## src/rtl/result_display_if.sv

```systemverilog
// rtl/result_display_if.sv - result handshake bundle between arithmetic datapath and display
//
// Signals:
//   res_valid  producer has a result on res_value/res_sign/res_div0
//   res_ready  consumer can accept a result this cycle
//   res_value  unsigned result magnitude, 0..255
//   res_sign   1 = result is negative
//   res_div0   1 = divide-by-zero occurred, res_value is ignored
// Modports: master = producer, slave = consumer (result_display).
interface result_display_if;
   logic       res_valid;
   logic       res_ready;
   logic [7:0] res_value;
   logic       res_sign;
   logic       res_div0;

   modport master (
      output res_valid,
      output res_value,
      output res_sign,
      output res_div0,
      input  res_ready
   );

   modport slave (
      input  res_valid,
      input  res_value,
      input  res_sign,
      input  res_div0,
      output res_ready
   );
endinterface

```

## src/rtl/result_display.sv

```systemverilog
// rtl/result_display.sv - decimal seven-segment display of one arithmetic result per handshake
//
// Ports:
//   CLOCK_50  sole clock, rising edge
//   RESET     asynchronous active-high reset
//   res       result_display_if.slave: res_valid/res_ready handshake with value, sign, div0
//   busy      conversion in progress (inverse of res.res_ready)
//   HEX0      units digit
//   HEX1      tens digit
//   HEX2      hundreds digit
//   HEX3      sign position (dash when negative)
//   LEDR      [0] div0, [1] negative, [2] zero
// Parameters:
//   ACTIVE_LOW_SEG  1 = segment bit 0 lights the segment; 0 = all HEX bits inverted
//   BLANK_LEADING   1 = blank leading zeros on HEX2/HEX1
module result_display #(
   parameter bit ACTIVE_LOW_SEG = 1'b1,
   parameter bit BLANK_LEADING  = 1'b1
) (
   input  logic              CLOCK_50,
   input  logic              RESET,
   result_display_if.slave   res,
   output logic              busy,
   output logic [6:0]        HEX0,
   output logic [6:0]        HEX1,
   output logic [6:0]        HEX2,
   output logic [6:0]        HEX3,
   output logic [2:0]        LEDR
);

   localparam logic [6:0] SEG_BLANK = 7'b1111111;
   localparam logic [6:0] SEG_DASH  = 7'b0111111;
   // XOR mask applied to every active-low code on its way to the pins.
   localparam logic [6:0] SEG_POL   = ACTIVE_LOW_SEG ? 7'b0000000 : 7'b1111111;

   typedef enum logic [1:0] {IDLE, CONVERT, LATCH} state_t;

   state_t      state;
   logic [7:0]  shift_q;
   logic [11:0] bcd;
   logic [11:0] bcd_adj;
   logic [2:0]  iter;
   logic        sign_q;
   logic        div0_q;

   logic [3:0]  hundreds;
   logic [3:0]  tens;
   logic [3:0]  units;
   logic        zero;

   function automatic logic [6:0] seg_code(input logic [3:0] d);
      case (d)
         4'd0:    seg_code = 7'b1000000;
         4'd1:    seg_code = 7'b1111001;
         4'd2:    seg_code = 7'b0100100;
         4'd3:    seg_code = 7'b0110000;
         4'd4:    seg_code = 7'b0011001;
         4'd5:    seg_code = 7'b0010010;
         4'd6:    seg_code = 7'b0000010;
         4'd7:    seg_code = 7'b1111000;
         4'd8:    seg_code = 7'b0000000;
         4'd9:    seg_code = 7'b0010000;
         default: seg_code = SEG_BLANK;
      endcase
   endfunction

   // Add-3 correction on every nibble >= 5, applied before the shift so that
   // the doubled nibble carries correctly into the next decimal digit.
   always_comb begin
      bcd_adj = bcd;
      for (int i = 0; i < 3; i++) begin
         if (bcd[4*i +: 4] >= 4'd5) begin
            bcd_adj[4*i +: 4] = bcd[4*i +: 4] + 4'd3;
         end
      end
   end

   assign hundreds = bcd[11:8];
   assign tens     = bcd[7:4];
   assign units    = bcd[3:0];
   // After all eight shifts the BCD word is zero exactly when the captured value was.
   assign zero     = (bcd == 12'd0);

   always_ff @(posedge CLOCK_50 or posedge RESET) begin
      if (RESET) begin
         state         <= IDLE;
         shift_q       <= 8'd0;
         bcd           <= 12'd0;
         iter          <= 3'd0;
         sign_q        <= 1'b0;
         div0_q        <= 1'b0;
         res.res_ready <= 1'b1;
         busy          <= 1'b0;
         HEX0          <= SEG_BLANK ^ SEG_POL;
         HEX1          <= SEG_BLANK ^ SEG_POL;
         HEX2          <= SEG_BLANK ^ SEG_POL;
         HEX3          <= SEG_BLANK ^ SEG_POL;
         LEDR          <= 3'b000;
      end else begin
         case (state)
            IDLE: begin
               if (res.res_valid) begin
                  shift_q       <= res.res_value;
                  sign_q        <= res.res_sign;
                  div0_q        <= res.res_div0;
                  bcd           <= 12'd0;
                  iter          <= 3'd0;
                  res.res_ready <= 1'b0;
                  busy          <= 1'b1;
                  state         <= CONVERT;
               end
            end

            CONVERT: begin
               {bcd, shift_q} <= {bcd_adj, shift_q} << 1;
               iter           <= iter + 3'd1;
               if (iter == 3'd7) begin
                  state <= LATCH;
               end
            end

            LATCH: begin
               if (div0_q) begin
                  HEX0 <= SEG_DASH ^ SEG_POL;
                  HEX1 <= SEG_DASH ^ SEG_POL;
                  HEX2 <= SEG_DASH ^ SEG_POL;
                  HEX3 <= SEG_DASH ^ SEG_POL;
                  LEDR <= 3'b001;
               end else begin
                  HEX0 <= seg_code(units) ^ SEG_POL;
                  HEX1 <= ((BLANK_LEADING && hundreds == 4'd0 && tens == 4'd0)
                           ? SEG_BLANK : seg_code(tens)) ^ SEG_POL;
                  HEX2 <= ((BLANK_LEADING && hundreds == 4'd0)
                           ? SEG_BLANK : seg_code(hundreds)) ^ SEG_POL;
                  // Negative zero is shown without a sign.
                  HEX3 <= ((sign_q && !zero) ? SEG_DASH : SEG_BLANK) ^ SEG_POL;
                  LEDR <= {zero, sign_q & ~zero, 1'b0};
               end
               res.res_ready <= 1'b1;
               busy          <= 1'b0;
               state         <= IDLE;
            end

            default: begin
               res.res_ready <= 1'b1;
               busy          <= 1'b0;
               state         <= IDLE;
            end
         endcase
      end
   end

endmodule

```

## src/flat_wrapper.sv

```systemverilog
// flat-port wrapper written by rule: the top's interface ports become plain ports
module result_display_flat 
#(
   parameter bit ACTIVE_LOW_SEG = 1'b1,
   parameter bit BLANK_LEADING  = 1'b1
)
  (CLOCK_50, RESET, busy, HEX0, HEX1, HEX2, HEX3, LEDR, res_res_valid, res_res_value, res_res_sign, res_res_div0, res_res_ready);
  result_display_if res_i ();
  input  logic CLOCK_50;
  input  logic RESET;
  output logic busy;
  output logic [6:0] HEX0;
  output logic [6:0] HEX1;
  output logic [6:0] HEX2;
  output logic [6:0] HEX3;
  output logic [2:0] LEDR;
  input wire logic [$bits(res_i.res_valid)-1:0] res_res_valid;
  input wire logic [$bits(res_i.res_value)-1:0] res_res_value;
  input wire logic [$bits(res_i.res_sign)-1:0] res_res_sign;
  input wire logic [$bits(res_i.res_div0)-1:0] res_res_div0;
  output wire logic [$bits(res_i.res_ready)-1:0] res_res_ready;
  assign res_i.res_valid = res_res_valid;
  assign res_i.res_value = res_res_value;
  assign res_i.res_sign = res_res_sign;
  assign res_i.res_div0 = res_res_div0;
  assign res_res_ready = res_i.res_ready;
  result_display #(.ACTIVE_LOW_SEG(ACTIVE_LOW_SEG), .BLANK_LEADING(BLANK_LEADING)) u_core (.CLOCK_50(CLOCK_50), .RESET(RESET), .res(res_i), .busy(busy), .HEX0(HEX0), .HEX1(HEX1), .HEX2(HEX2), .HEX3(HEX3), .LEDR(LEDR));
endmodule
```

## config.mk

```make
export PLATFORM = sky130hd
export DESIGN_NAME = result_display_flat
export DESIGN_NICKNAME = d
export VERILOG_FILES = /design/src/rtl/result_display_if.sv /design/src/rtl/result_display.sv /design/src/flat_wrapper.sv
export SDC_FILE = /design/constraint.sdc
export NUM_CORES = 1
export LEC_CHECK = 0
export ABC_AREA = 1
export CAP_MARGIN = 5
export CORE_ASPECT_RATIO = 2
export CORE_UTILIZATION = 55
export DETAILED_ROUTE_END_ITERATION = 8
export PLACE_DENSITY_LB_ADDON = 0.12
export SYNTH_ARGS = -nofsm -noshare
export SYNTH_HDL_FRONTEND = slang
export SYNTH_SLANG_ARGS = --single-unit
```

## constraint.sdc

```tcl
create_clock -name CLOCK_50 -period 3.1 [get_ports CLOCK_50]
set_input_delay 0.62 -clock CLOCK_50 [delete_from_list [all_inputs] [get_ports CLOCK_50]]
set_output_delay 0.62 -clock CLOCK_50 [all_outputs]
set_load 0.05 [all_outputs]
```

Word-level counts from Yosys, hierarchy flattened
Memory sizes are Yosys's and may differ from the RTL's.
Cells that the tools add are included.
- register bits after elaboration: 60
- ROM bits: 336
- input bits: 13
- output and inout port bits: 33
- logic and storage cells: 67
- memories: 3
- memory list (name ; words ; width ; rd ports ; clocked after Yosys merged registers in ; wr ports ; line ; RTL):
    (name not given) ; 16 ; 7 ; 1 ; 0 ; 0 ; result_display.sv:52 ; case (d)
    (name not given) ; 16 ; 7 ; 1 ; 0 ; 0 ; result_display.sv:52 ;
    (name not given) ; 16 ; 7 ; 1 ; 0 ; 0 ; result_display.sv:52 ;
- $add $sub $neg: 4
- order comparisons: 3
- eq/ne operators: 5
- muxes and demuxes: 24
- bitwise logic cells: 3
- reduce and logical (&&, ||, !) cells: 12
- operators by type and width (kind ; number):
    7-bit two-way mux ; 7
    12-bit one-hot mux with 2 select lines ; 1
    8-bit one-hot mux with 2 select lines ; 1
    4-bit by 3-bit greater-or-equal comparator with 1-bit output (second input constant) ; 3
    12-bit zero test ; 1
    12-bit two-way mux ; 1
    3-bit two-way mux ; 3
    4-bit by 2-bit adder with 4-bit output (second input constant) ; 2
    4-bit zero test ; 2
    4-bit two-way mux ; 2
    8-bit two-way mux ; 1
    2-bit AND reduction ; 4
    3-bit one-hot mux with 2 select lines ; 1
    2-bit two-way mux ; 2
    1-bit one-hot mux with 2 select lines ; 2
    2-bit one-hot mux with 2 select lines ; 1
    3-bit by 1-bit adder with 3-bit output (second input constant) ; 1
    3-bit by 2-bit adder with 3-bit output (second input constant) ; 1
    3-bit equality test (second input constant) ; 1
    2-bit by 1-bit equality test with 1-bit output (second input constant) ; 1
    2-bit equality test (second input constant) ; 1
    1-bit logical AND ; 2
    2-bit zero test ; 1
    1-bit two-way mux ; 2
    6 further kinds ; 7

Logic depth before layout (Yosys ltp)
- depth after elaboration: 5
- gate-level depth with buffers: 8

Worst setup path after synthesis
No wires, ideal clock.
- path type: register to register
- start point: reg u_core.bcd[1]
- end point: reg u_core.bcd[4]
- data arrival time: 1336 ps
- data required time: 2982 ps
- slack: 1646 ps
- stages on the path, launching flop included: 8
- clock period less this slack: 1454 ps
- path through: dfrtp_1 -> inv_1 -> ha_1 -> inv_1 -> o21ai_0 -> nand2_1 -> nand4_1 -> nand2_1
- cells in the longest elaborated chain, start to end: 3
- ends and longest elaborated chain (element ; line ; RTL):
    from (decl) ; result_display.sv:40 ; logic [11:0] bcd;
    from (signal assigned) ; result_display.sv:115 ; {bcd, shift_q} <= {bcd_adj, shift_q} << 1;
    4-bit by 2-bit adder with 4-bit output or 4-bit by 3-bit greater-or-equal comparator with 1-bit output (tied branches) ; result_display.sv:73, result_display.sv:72 ;
    4-bit two-way mux * ; result_display.sv:72 ; if (bcd[4*i +: 4] >= 4'd5) begin
    12-bit one-hot mux with 2 select lines * ; result_display.sv:100 ; case (state)
Every way passes the cells marked *; elsewhere a longest branch is shown, timed or not.
A chain may end at the register's enable or synchronous reset.

Worst setup path after layout
- start point: reg u_core.HEX3[6]
- end point: out HEX3[6]
- RTL lines (element ; line ; RTL):
    from (decl) ; result_display.sv:27 ; output logic [6:0] HEX3,
    from (signal assigned) ; result_display.sv:97 ; HEX3 <= SEG_BLANK ^ SEG_POL;
    from (signal assigned) ; result_display.sv:127 ; HEX3 <= SEG_DASH ^ SEG_POL;
    from (signal assigned) ; result_display.sv:136 ; HEX3 <= ((sign_q && !zero) ? SEG_DASH : SEG_BLANK) ^ SEG_POL;
    to (decl) ; flat_wrapper.sv:15 ; output logic [6:0] HEX3;
No word-level cell between the ends.

==> results.txt <==
----------------------------------------------------
[Clocking]
  # H-tree levels ... 2
  Hold-fix buffers at CTS ... 0
  Clk sink count ... 54
  Total CTS buffers ... 5
  CTS tree ... built
  Clock Root Buffer ... clkbuf_8
  Post-CTS setup-driven buffer insertion count ... 0
  Worst-Skew Late Latency ... 0.32 ns
  CTS clk-pin slew, worst paths ... 0.10 ns
  CTS max path bufs ... 2
  Number of gates resized after cts ... 0

[Setup path]
  Worst-path cell with the longest stage delay ... clkdlybuf4s50_1
  Worst endpoint required time ... 2.48 ns
  CP top delay family ... buffers and inverters
  Worst R2R Path Depth ... 8
  Maximum fanout along the worst path ... 2
  Crit Path Category ... reg2out
  Max stage delay on crit path ... 0.81 ns
  Crit path buffers/inverters ... 1
  Sort of element at the end of the critical path ... primary output
  Arrival time at the worst endpoint ... 1.67 ns
  Total stage count of the critical path ... 1
  Cell chain of the critical path ... clkdlybuf4s50_1
  Worst Setup Start Kind ... flop

[Detailed routing]
  # DRC ... 0
  Initial DRC count ... 54
  Wire length reported by the detailed router ... 6240 um
  Drt first pass iters ... 4
  Post-DR wirelength/cell ... 13.2 um
  Total via count after detailed routing ... 2510
  Final ANT Viol Nets ... 0
  Vias per inst ... 5.30

[Global routing]
  Largest net degree at the start of global routing ... 32
  Layer carrying the most global-route usage ... met2
  Total grt overflow ... 0
  First-pass GRT wire length ... 10600 um
  Met3 capacity usage during global routing ... 4.29%
  Number of antenna violations at the first check in global routing ... 0
  Vias in the first global route ... 2531
  Met2 track demand over resource in global routing ... 44.9%
  Global-route total usage across every layer ... 25.4%
  Met1 Use GR ... 25.4%

[STA]
  Worst Skew ... 0.0117 ns
  Setup repair after global routing missed its margin ... false
  Final min period ... 2.29 ns
  Share of the clock period used by the worst path ... 73.9%
  Fmax achieved ... 437 MHz
  Final setup violating endpoints ... 0
  Max Slew Vio Count ... 0
  Count of endpoints failing hold in the final timing report ... 0
  Setup total negative slack ... 0 ns
  Max_slew headroom ... 55.0%
  Transition time at the pin with the least slew margin ... 0.674 ns

[Place]
  Final RePlAce weighted congestion ... 0.903
  Number of buffers inserted by port buffering ... 39
  DP HPWL ... 4670 um
  Total placed cells including tap cells ... 466

[Finish]
  Non-filler cells in the finished layout ... 474
  Area of the multi-input gates ... 1390 um2
  NumNets Final ... 449
  Util after Layout ... 68.1%
  Sequential cell area ... 1380 um2
  Number of filler cells placed in the layout ... 481
  Antenna cell count ... 0
  Area delta synth->final ... 17.7%
  Layout cell share with drive strength beyond 1 ... 12.0%

[Yosys]
  Number of distinct library cells after synthesis ... 28
  Synthesized area per cell ... 7.97 um2
  Sequential element share of the synthesized area ... 46.1%
  Fraction of post-synthesis cell area in the top cell type by area ... 25.9%
  Synthesis-stage register bit count ... 54
  Largest area contributor in the synthesized netlist ... dfrtp_1
  Main area contributors after synthesis ... dfrtp_1 (26%), dfstp_2 (20%), nand2_1 (13%)
  Synthesized instance count ... 376
  Post-synthesis cell area ... 3000 um2
  Synthesis warning total ... 0

[Floorplan]
  Floorplan row count ... 37
  Ports placed on the boundary ... 46
  Height of the die ... 106 um
  Placeable Area ... 5180 um2
  Die ar. ... 5770 um2
  Die outline width ... 54.2 um
  Initial Utilization ... 57.8%

[Min path]
  Path category of the worst min-delay check ... reg2reg
  Number of cells on the worst hold path ... 2

[Pwr]
  Worst VDD drop ... 0.721 mV
  Overall power consumption ... 0.00391 W
  Total power density per cell area ... 1110 nW/um2
  Standby leakage power ... 1.69 nW

[Run]
  Max-cap violation count ... 0

[Run status]
  Status ... finished, final reports clean

----------------------------------------------------
metal layers:
layer	up-vias	share of wire [%]	routed length [um]
li1	1271	-	-
met5	-	0	0
met4	0	4.0	250
met2	53	57	3560
met3	22	2.1	133
met1	1164	37	2300
layout make-up:
| type | instances | share of cell area [%] |
|---|---|---|
| Clock inverter | 3 | 1.28 |
| Multi-Input combinational cell | 273 | 39.4 |
| Timing Repair Buffer | 42 | 12.1 |
| Tap cell | 58 | 2.06 |
| Inverter | 39 | 4.15 |
| Sequential cell | 54 | 39.1 |
| Clock buffer | 5 | 1.95 |
kinds of logic (layout without fill, tap and decap cells):
kind of cell             Yosys count  in the layout  synth area share [%]
other                              1              6                 0.125
AND/OR/NAND/NOR                  183            183                  25.3
AO/OA/AOI/OAI                     63             63                  11.6
adder cells (fa/ha/maj)           21             21                  8.77
flip-flops                        54             54                  46.1
buffers and inverters             54             89                  8.18
path summary, 6_finish.rpt:
check                                                  from                               end  slack [ns]
setup reg to reg                  u_core.bcd[1]$_DFFE_PP0P_         u_core.bcd[1]$_DFFE_PP0P_        1.33
hold / removal             u_core.res.res_ready$_DFFE_PP1P_  u_core.res.res_ready$_DFFE_PP1P_        0.47
min in group asynchronous                             RESET        u_core.bcd[11]$_DFFE_PP0P_        0.72
hold reg to reg            u_core.res.res_ready$_DFFE_PP1P_  u_core.res.res_ready$_DFFE_PP1P_        0.47
setup / recovery                 u_core.HEX3[6]$_DFFE_PP1N_                           HEX3[6]        0.81
max in group asynchronous                             RESET        u_core.HEX2[5]$_DFFE_PP1N_        1.75
state kept, by name (all words and copies together) (netlist names), 2 cells and up:
register and count:
u_core.HEX0 7, u_core.HEX1 7, u_core.HEX2 7, u_core.LEDR 3
u_core.bcd 12, u_core.iter 3, u_core.shift_q 8, u_core.state 2
worst reg2reg max path, stage by stage (launching register included):
cell	delay (ns)
dfrtp_1	0.46
inv_1	0.22
ha_1	0.22
inv_1	0.05
o21ai_0	0.36
nand2_1	0.17
nand2_1	0.09
nand3_1	0.06
nand2_1	0.08
placed cells by master, fill, tap and decap left out, drive strengths merged, types with 4 or more instances in the layout:
cell           instances
dfrtp                 31
a21oi                 11
nand3                 24
o211ai                 4
nand2                105
conb                   6
nor2                  49
clkdlybuf4s50         39
ha                    21
clkbuf                 5
dfstp                 23
inv                   38
o21ai                 40
synth_stat cells:
library cell and instances:
nand2_1 104, nor2_1 43, inv_1 33, dfrtp_1 31, o21ai_0 26, nand3_1 24
dfstp_2 23, ha_1 21, o21ai_1 13, a21oi_1 11, buf_2 7, buf_4 7
inv_2 5, nor2_2 4, o211ai_1 4, o22ai_1 3, a22o_1 2, nand4_1 2
nor2_4 2, o21bai_1 2, or2_2 2, a31oi_1 1, buf_6 1, clkinv_1 1
conb_1 1, nand2_2 1, nand3b_1 1, o21ai_2 1
through the flow:
stage	hold WS (ns)	worst slack [ns]	area, um2
5_1_grt	0.490	0.768	3530
3_3_place_gp	0.456	1.18	3410
4_1_cts	0.471	0.791	3530
2_1_floorplan	0.449	1.20	3020
3_5_place_dp	0.457	1.16	3410
6_report	0.469	0.810	3530
where the power goes:
group | internal, W | total, W | switching [W]
Sequential | 0.00107 | 0.00131 | 0.000241
Combinational | 0.000707 | 0.00212 | 0.00141
Clock | 0.000240 | 0.000482 | 0.000242
Total | 0.00202 | 0.00391 | 0.00189
Note: power is estimated with default switching activity, not from simulation.
==> RTL edit: new RTL, same flow settings <==
Encoding of `state_t`: now one-hot (3 bits for 3 states).
--- a/src/rtl/result_display.sv
+++ b/src/rtl/result_display.sv
@@ -33,7 +33,7 @@
    // XOR mask applied to every active-low code on its way to the pins.
    localparam logic [6:0] SEG_POL   = ACTIVE_LOW_SEG ? 7'b0000000 : 7'b1111111;
 
-   typedef enum logic [1:0] {IDLE, CONVERT, LATCH} state_t;
+   typedef enum logic [2:0] {IDLE = 3'b001, CONVERT = 3'b010, LATCH = 3'b100} state_t;
 
    state_t      state;
    logic [7:0]  shift_q;
Formal check against the unedited RTL: same outputs for any inputs over 10 cycles, from zero or initial values and one cycle with RESET high; not proved beyond that.
==> RTL edit against the unedited design <==
Sequential cell count increased by 1. Die area up 7.0%. Routed wire length down 5.1%. Cell count is 4.9% higher. Cell area is 5.6% higher. Setup slack improved by 45 ps. Synthesized cell count up 5.6%. Count of clock-buffer cells in the layout rose by 1. Clock skew is 2.7 ps lower. First-iteration DRC count is 50% higher. Global-route usage fell by 4.5 points. Area after synthesis increased by 7.2%.
Power is not compared: it rests on default switching activity, and its combinational part moved more than twofold at a synthesized area within 25%.
==> RTL edit: results (changes against the unedited design) <==
Nets@finish -> 469 (was 449)
Top cells by count, synth -> nand2_1, nor2_1, inv_1, nand3_1, dfrtp_1 (was nand2_1, nor2_1, inv_1, dfrtp_1, o21ai_0)
RePlAce Congestion -> 0.913 (was 0.903)
Synth area leaders -> dfrtp_1, dfstp_2, nand2_1, ha_1, nand3_1 (was dfrtp_1, dfstp_2, nand2_1, ha_1, nor2_1)
Reg2reg start -> u_core.bcd[4] (was u_core.bcd[1])
Antenna Cells -> 0 (unchanged)
WHS -> 469 ps (about the same)
Max cap viols -> 0 (unchanged)
Initial DRT Pass Iterations -> 4 (unchanged)
Maximum clock path buffer count -> 2 (unchanged)
Slowest CP cell -> clkdlybuf4s50_1 (unchanged)
Placed Cells -> 489 (was 466)
Leak -> 1.82 nW
EDFF count, synth -> 0 (unchanged)
Worst Path Max Fanout -> 2 (unchanged)
Yosys warns -> 0 (unchanged)
Vias -> 2,527 (was 2,510)
PwrDens -> 691 nW/µm²
Total CTS buffers -> 5 (unchanged)
Hold endpoint -> u_core.HEX1[6] (was u_core.res.res_ready)
Unique cell type count in the Yosys netlist -> 29 (was 28)
Vias in the first global route -> 2,355 (was 2,531)
Synth Instances -> 397 (was 376)
Worst slew pin tran -> 764 ps (was 674 ps)
Post-detail-place hpwl -> 4480 µm (was 4670 µm)
Worst skew pair latency -> 300 ps (was 320 ps)
Pre-CTS setup slack -> 1170 ps (was 1160 ps)
Placed Area -> 3580 µm² (was 3410 µm²)
Largest net degree at the start of global routing -> 39 (was 32)
All-Layer GR Usage -> 20.9% (was 25.4%)
Sequential-to-total area share from yosys stat -> 43.8% (was 46.1%)
Post-CTS setup buffers -> 0 (unchanged)
Worst R2R End -> u_core.bcd[8] (was u_core.bcd[1])
Vias/cell -> 5.08 (was 5.30)
I/O Buffers -> 39 (unchanged)
Max Clock Skew -> 8.97 ps (was 11.7 ps)
Initial antenna violation count -> 0 (unchanged)
R2R depth -> 7 (was 8)
Arrival time at the worst endpoint -> 1630 ps (was 1670 ps)
Min-delay src -> u_core.HEX1[6] (was u_core.res.res_ready)
Result of the run -> finished clean (unchanged)
CP peak stage delay -> 800 ps
Post-CTS sizing -> 0 (unchanged)
Layout cells sized above 1 -> 15.1% (was 12.0%)
Worst hold stages -> 2 (unchanged)
Maximum VDD drop -> 0.653 mV
Iter 0 DRT Violations -> 81 (was 54)
Routed len/inst -> 11.9 µm (was 13.2 µm)
Clk slew on worst S/H paths -> 70 ps (was 100 ps)
Clock Tree Root -> clkbuf_16 (was clkbuf_8)
H-tree levels -> 2 (unchanged)
Class of the worst hold path -> register to register (unchanged)
First-pass GRT wire length -> 10,300 µm (was 10,600 µm)
RTL edit: area by class of cell:
class | count | area [µm²]
Clock buffer | 6 | 129
Clock inverter | 2 | 12.5
Fill cell | 485 | 1930
Inverter | 41 | 154
Multi-Input combinational cell | 291 | 1540
Sequential cell | 55 | 1410
Tap cell | 61 | 76.3
Timing Repair Buffer | 41 | 405
RTL edit: metal layers:
layer | wire, µm | track usage, % | share of wire, %
met3 | 165 | 2.45 | 2.8
met2 | 3110 | 38.9 | 53
met1 | 2540 | 24.1 | 43
met5 | 0 | 0 | 0
met4 | 99 | 8.01 | 1.7
RTL edit: worst reg2reg max path: stages, from the launching register on:
cell,delay (ps)
dfrtp_1,450
inv_1,190
ha_1,210
inv_1,60
o21ai_0,360
nand2_1,170
nand4_1,160
nand2_1,70
RTL edit: power by group:
group          switching, mW  leakage, nW  internal (mW)
logic                  0.709         1.09          0.332
registers              0.122        0.659          0.867
clock network          0.246       0.0669          0.298
RTL edit: how the worst max path moves through the flow:
stage | from | to | slack, ps | depth (start not counted)
global route | u_core.HEX0[2] | HEX0[2] | 810 | 1
floorplan | RESET | u_core.LEDR[0] | 1180 | 1
CTS | u_core.HEX0[4] | HEX0[4] | 850 | 1
finish | u_core.HEX0[4] | HEX0[4] | 850 | 1
detailed placement | u_core.HEX0[4] | HEX0[4] | 1170 | 1
global placement | u_core.HEX0[2] | HEX0[2] | 1180 | 1
RTL edit: kinds of logic (layout without fill, tap and decap cells):
| kind of cell | after synthesis | count (layout) | share of synthesized area (%) |
|---|---|---|---|
| AO/OA/AOI/OAI | 53 | 53 | 9.51 |
| XOR/XNOR | 1 | 1 | 0.273 |
| AND/OR/NAND/NOR | 210 | 210 | 29.4 |
| buffers and inverters | 56 | 90 | 8.76 |
| adder cells (fa/ha/maj) | 21 | 21 | 8.18 |
| flip-flops | 55 | 55 | 43.8 |
| other | 1 | 6 | 0.117 |
